$ cat src/rtl/mod_n_pulse_counter.sv
// Programmable divide-by-N enable generator with periodic/one-shot modes
// and a saturating count of the enable pulses issued since reset.
module mod_n_pulse_counter #(
    parameter int WIDTH       = 8,
    parameter int DEFAULT_DIV = 5,
    parameter int PCNT_W      = 16
) (
    input  logic              clock,
    input  logic              reset,
    input  logic              run,
    input  logic              mode,
    input  logic              load,
    input  logic [WIDTH-1:0]  div_in,
    output logic              enable,
    output logic [WIDTH-1:0]  count,
    output logic [WIDTH-1:0]  div,
    output logic              busy,
    output logic [PCNT_W-1:0] pulse_total
);

    typedef enum logic {
        ST_RUN  = 1'b0,
        ST_DONE = 1'b1
    } state_t;

    localparam logic [WIDTH-1:0] DIV_RST = WIDTH'(DEFAULT_DIV);
    localparam logic [WIDTH-1:0] ONE     = WIDTH'(1);

    state_t              state_q, state_d;
    logic [WIDTH-1:0]    count_q, count_d;
    logic [WIDTH-1:0]    div_q, div_d;
    logic                enable_q, enable_d;
    logic [PCNT_W-1:0]   pulse_total_q, pulse_total_d;
    logic                tc;

    // div_q is never 0, so div_q - 1 cannot wrap.
    assign tc = (state_q == ST_RUN) && run && (count_q == div_q - ONE);

    always_comb begin
        state_d       = state_q;
        count_d       = count_q;
        div_d         = div_q;
        enable_d      = 1'b0;
        pulse_total_d = pulse_total_q;

        if (load) begin
            div_d   = (div_in == '0) ? ONE : div_in;
            count_d = '0;
            state_d = ST_RUN;
        end else if (tc) begin
            count_d  = '0;
            enable_d = 1'b1;
            if (pulse_total_q != '1) begin
                pulse_total_d = pulse_total_q + 1'b1;
            end
            if (mode) begin
                state_d = ST_DONE;
            end
        end else if ((state_q == ST_RUN) && run) begin
            count_d = count_q + ONE;
        end
    end

    always_ff @(posedge clock) begin
        if (reset) begin
            state_q       <= ST_RUN;
            count_q       <= '0;
            div_q         <= DIV_RST;
            enable_q      <= 1'b0;
            pulse_total_q <= '0;
        end else begin
            state_q       <= state_d;
            count_q       <= count_d;
            div_q         <= div_d;
            enable_q      <= enable_d;
            pulse_total_q <= pulse_total_d;
        end
    end

    // All outputs come straight from flops.
    assign enable      = enable_q;
    assign count       = count_q;
    assign div         = div_q;
    assign busy        = (state_q == ST_RUN);
    assign pulse_total = pulse_total_q;

endmodule

$ cat config.mk
export PLATFORM = sky130hd
export DESIGN_NAME = mod_n_pulse_counter
export DESIGN_NICKNAME = d
export VERILOG_FILES = /design/src/rtl/mod_n_pulse_counter.sv
export SDC_FILE = /design/constraint.sdc
export NUM_CORES = 1
export LEC_CHECK = 0
export CAP_MARGIN = 20
export CORE_MARGIN = 1.5
export CORE_UTILIZATION = 50
export DETAILED_ROUTE_END_ITERATION = 8
export GPL_TIMING_DRIVEN = 0
export PLACE_DENSITY = 0.82
export SYNTH_ARGS = -nofsm -noshare
export SYNTH_HDL_FRONTEND = slang
export SYNTH_SLANG_ARGS = --single-unit
$ cat constraint.sdc
create_clock -name clock -period 7.3 [get_ports clock]
set_input_delay 1.095 -clock clock [delete_from_list [all_inputs] [get_ports clock]]
set_output_delay 1.095 -clock clock [all_outputs]
set_load 0.01 [all_outputs]
* Word level (Yosys, flattened, before mapping)
Index checks and enable logic that the tools add are counted.
** Storage, ports and cells
- Register bits :: 34
- Output and inout bits :: 34
- Input bits :: 13
- Logic and storage cells :: 21
** Cells by class
- Muxes and demuxes :: 2
- Reduce and logical (&&, ||, !) cells :: 7
- Add/sub/neg operators :: 3
- Eq/ne operators :: 2
- Bitwise gates (word level) :: 2
** Operators with widths (count)
- $add A16 B1 Y16 const B :: 1
- $ne A16 B16 Y1 const B :: 1
- $add A8 B1 Y8 const B :: 1
- $eq A8 B8 Y1 :: 1
- $logic_not A8 Y1 :: 1
- $mux W8 :: 1
- $sub A8 B1 Y8 const B :: 1
- $reduce_and A3 Y1 :: 1
- $reduce_or A3 Y1 :: 1
- $logic_and A1 B1 Y1 :: 2
- $not A1 Y1 :: 2
- $reduce_and A2 Y1 :: 1
- $reduce_or A2 Y1 :: 1
- $mux W1 :: 1

* Logic depth before layout (Yosys ltp)
- Depth after elaboration :: 4
- Depth in mapped cells :: 11
- Depth with buffers taken out :: 8

* Least setup slack after synthesis
Ideal clock, no wire load.
- Kind :: in2reg
- Start :: in run
- End :: reg pulse_total_q[5] (netlist: pulse_total[5])
- Data required time :: 7.179 ns
- Setup slack :: 4.070 ns
- Path buffers :: 3
- Stages on the path :: 9
- Arrival time :: 3.110 ns
- Setup time :: 0.121 ns
- Cells stage by stage :: nor2b_1 > clkbuf_1 > and3_1 > o211ai_1 > or4_1 > buf_2 > buf_6 > nor4_1 > mux2_2
** Between the ends
- Longest elaborated chain between the ends :: 3
** RTL lines
- start: declaration :: line 10 : input logic run,
- $logic_and A1 B1 Y1 (2 in a row) :: line 37 : assign tc = (state_q == ST_RUN) && run && (count_q == div_q - ONE);
- $reduce_and A3 Y1 (no line)
- end signal: assignment :: line 76 : pulse_total_q <= pulse_total_d;
- end: declaration :: line 33 : logic [PCNT_W-1:0] pulse_total_q, pulse_total_d;
Every way passes these cells.
A chain may end at the register's enable or synchronous reset.

* Final worst setup path
Same ends and word-level chain as after synthesis.

==> impl_metrics.yaml <==
critical_path:
  critical_path_class: "in -> reg"
  cp-start-kind: "input pin"
  worst_ep_required_time_ns: 7.53
  critPathCaptureType: "flop"
  critical_path.max_fanout: 10
  reg2reg_depth: 10
  arrival_ns: 3.84
power:
  p_leak_nw: 0.8355
  powerDensity_mw_per_mm2: 143.0
  vdd_drop_max_mv: 0.1090
  finalPower_uw: 334.9
clocking:
  h-tree-depth: 2
  postCtsHoldBufs: 0
  cts_made_buffers: 5
  clockBufferDepth: 2
  clk_pin_slew_ns: 0.10
  clock_sinks: 34
  clk_latency_ns: 0.33
  postCtsResizedCells: 0
  clock_tree.root_cell: "clkbuf_4"
  cts_tree: "done"
  post_cts_buffers: 0
global_route:
  grt_overflow_total: 0
  grt_pass1_vias: 1601
  grt_use_met2_pct: 37.77
  grt.total_usage_pct: 23.05
  grt_max_degree: 11
  gr-usage-met3_pct: 6.126
  grt_pass1_wl_mm: 7.279
  gr-max-usage-layer: "met2"
  met1_usage_pct: 29.25
  antenna_found_initial: 0
route:
  drtIter0Drc: 66
  via_per_inst: 5.627
  wl_per_cell_um: 14.11
  dr_total_vias: 1722
  drt_pre_antenna_iters: 5
  drc: 0
  drt.antenna.violating_nets: 0
  drt-total-wl_mm: 4.318
logic_synthesis:
  synthFlopType: "dfxtp_1"
  avgSynthCellArea_um2: 8.619
  synth_top_cell_by_area: "dfxtp_1"
  synth_area_mm2: 0.001775
  async_flop_share_pct: 0
  synthTopCellsByArea: "dfxtp_1, xor2_1, nor2_1, mux2i_1, or4_1"
  synth_edf_count: 0
  synth_nets: 222
  ys_types: 38
  synthCells: 206
  yosys.area.top_type_share_pct: 38.34
  ys_seq_area_share_pct: 38.34
  ys_ff_latch: 34
  yosys_warnings: 0
layout:
  diodes: 0
  final_cell_mix: "clkdlybuf4s50_1, dfxtp_1, nor2_1, a21oi_1, xor2_1"
  num-nets-final: 276
  final_common_cell: "clkdlybuf4s50_1"
  syn2layout_area_growth_pct: 31.92
  drive_gt1_share_pct: 5.000
  fillerInstances: 294
  final_area_mm2: 0.002342
  regArea_um2: 680.7
  final_util_pct: 69.64
  multi_input_area_mm2: 0.001018
die:
  die-height_um: 62.59
  coreArea_mm2: 0.003363
  die_w_um: 62.59
  io_pins: 47
  dieArea_mm2: 0.003918
  initial_core_util_pct: 52.79
  rows: 21
timing:
  tightest_slew_ns: 0.5964
  slew_headroom_pct: 60.24
  setup_viol: 0
  fin_crit_ns: 3.607
  rsz0062_at_grt: "no"
  fin_skew_ns: 0.009291
  finalMaxSlewViolations: 0
  max_clock_freq_mhz: 277.2
  hold_violations: 0
  setup-tns-final_ns: 0
  post-route-period-util_pct: 49.41
placed_design:
  placed_area_mm2: 0.002297
  gp_congestion: 0.8521
  io_buffers: 46
  dp_hpwl_mm: 3.189
worst_hold_path:
  hold_path_depth: 2
  hp-class: "reg -> reg"
status:
  status: "finished clean"
run:
  cap_viol_max_count: 0
[power by group]
part / switching (mW) / total [mW] / leakage [nW] / internal (mW)
clock: 0.0583 / 0.0946 / 0.0254 / 0.0363
sequential: 0.00581 / 0.195 / 0.276 / 0.189
combinational: 0.0229 / 0.0457 / 0.534 / 0.0228
[final cells by class]
class	count	share of cell area (%)
tap	46	2.457
sequential	34	29.06
buffer	11	2.137
multi-input combinational	154	43.48
inverter	7	1.122
timing repair buffer	47	19.82
clock buffer	7	1.923
[critical path, stage by stage]
cell and delay [ns]:
clkdlybuf4s50_1 0.44, nor2b_1 0.12, clkbuf_1 0.27, and3_1 0.21, o211ai_1 0.14, or4_1 0.52, buf_2 0.17, buf_6 0.14
nor4_1 0.35, mux2_2 0.37
[cell families (layout without fill, tap and decap cells)]
kind of cell    count (synthesis)  in the layout  share of synthesized area [%]
fa+ha+maj                       3              3                          2.114
compound gates                 34             34                          12.05
buf+inv                        18             72                          4.299
flops                          34             34                          38.34
mux                            12             12                          7.047
xor+xnor                       17             17                          8.386
simple gates                   88             88                          27.77
[layer usage]
| layer | up-vias | share of wire, % |
|---|---|---|
| met5 | - | 0 |
| met4 | 0 | 1.9 |
| met3 | 9 | 5.3 |
| met2 | 56 | 47 |
| met1 | 797 | 46 |
| li1 | 860 | - |
[through the flow]
| stage | cells | worst slack, ns | hold slack (ns) |
|---|---|---|---|
| finish | 306 | 3.693 | 0.5113 |
| global route | 306 | 3.457 | 0.5321 |
| CTS | 306 | 3.691 | 0.5083 |
| detailed placement | 299 | 3.353 | 0.4947 |
| global placement | 298 | 3.369 | 0.4874 |
| floorplan | 206 | 4.070 | 0.4960 |
[path summary, 6_finish.rpt]
path,to,start,slack [ns]
setup / recovery,pulse_total[5]$_SDFFE_PP0P_,run,3.69
hold / removal,pulse_total[15]$_SDFFE_PP0P_,pulse_total[15]$_SDFFE_PP0P_,0.51
setup reg to reg,pulse_total[5]$_SDFFE_PP0P_,div[0]$_SDFFE_PP1P_,4.12
hold reg to reg,pulse_total[15]$_SDFFE_PP0P_,pulse_total[15]$_SDFFE_PP0P_,0.51
[state kept, by name, indices dropped and copies added (netlist names)]
signal	flops
pulse_total	16
enable	1
count	8
state_q	1
div	8
[cells in the mapped netlist (all sizes together), types with 2 or more instances]
| cell | n |
|---|---|
| and3 | 4 |
| or3 | 5 |
| clkbuf | 8 |
| o211ai | 2 |
| nor2 | 23 |
| nand3 | 8 |
| a21oi | 14 |
| nor3 | 5 |
| dfxtp | 34 |
| xnor2 | 5 |
| o31ai | 8 |
| nor2b | 7 |
| ha | 3 |
| xor2 | 12 |
| or4 | 10 |
| nand2 | 7 |
| mux2 | 4 |
| o21ai | 4 |
| inv | 7 |
| buf | 3 |
| mux2i | 8 |
| nand4 | 5 |
| nor4 | 4 |
| and4 | 4 |
| a31o | 2 |
No activity file was read; power rests on OpenSTA's default activity.
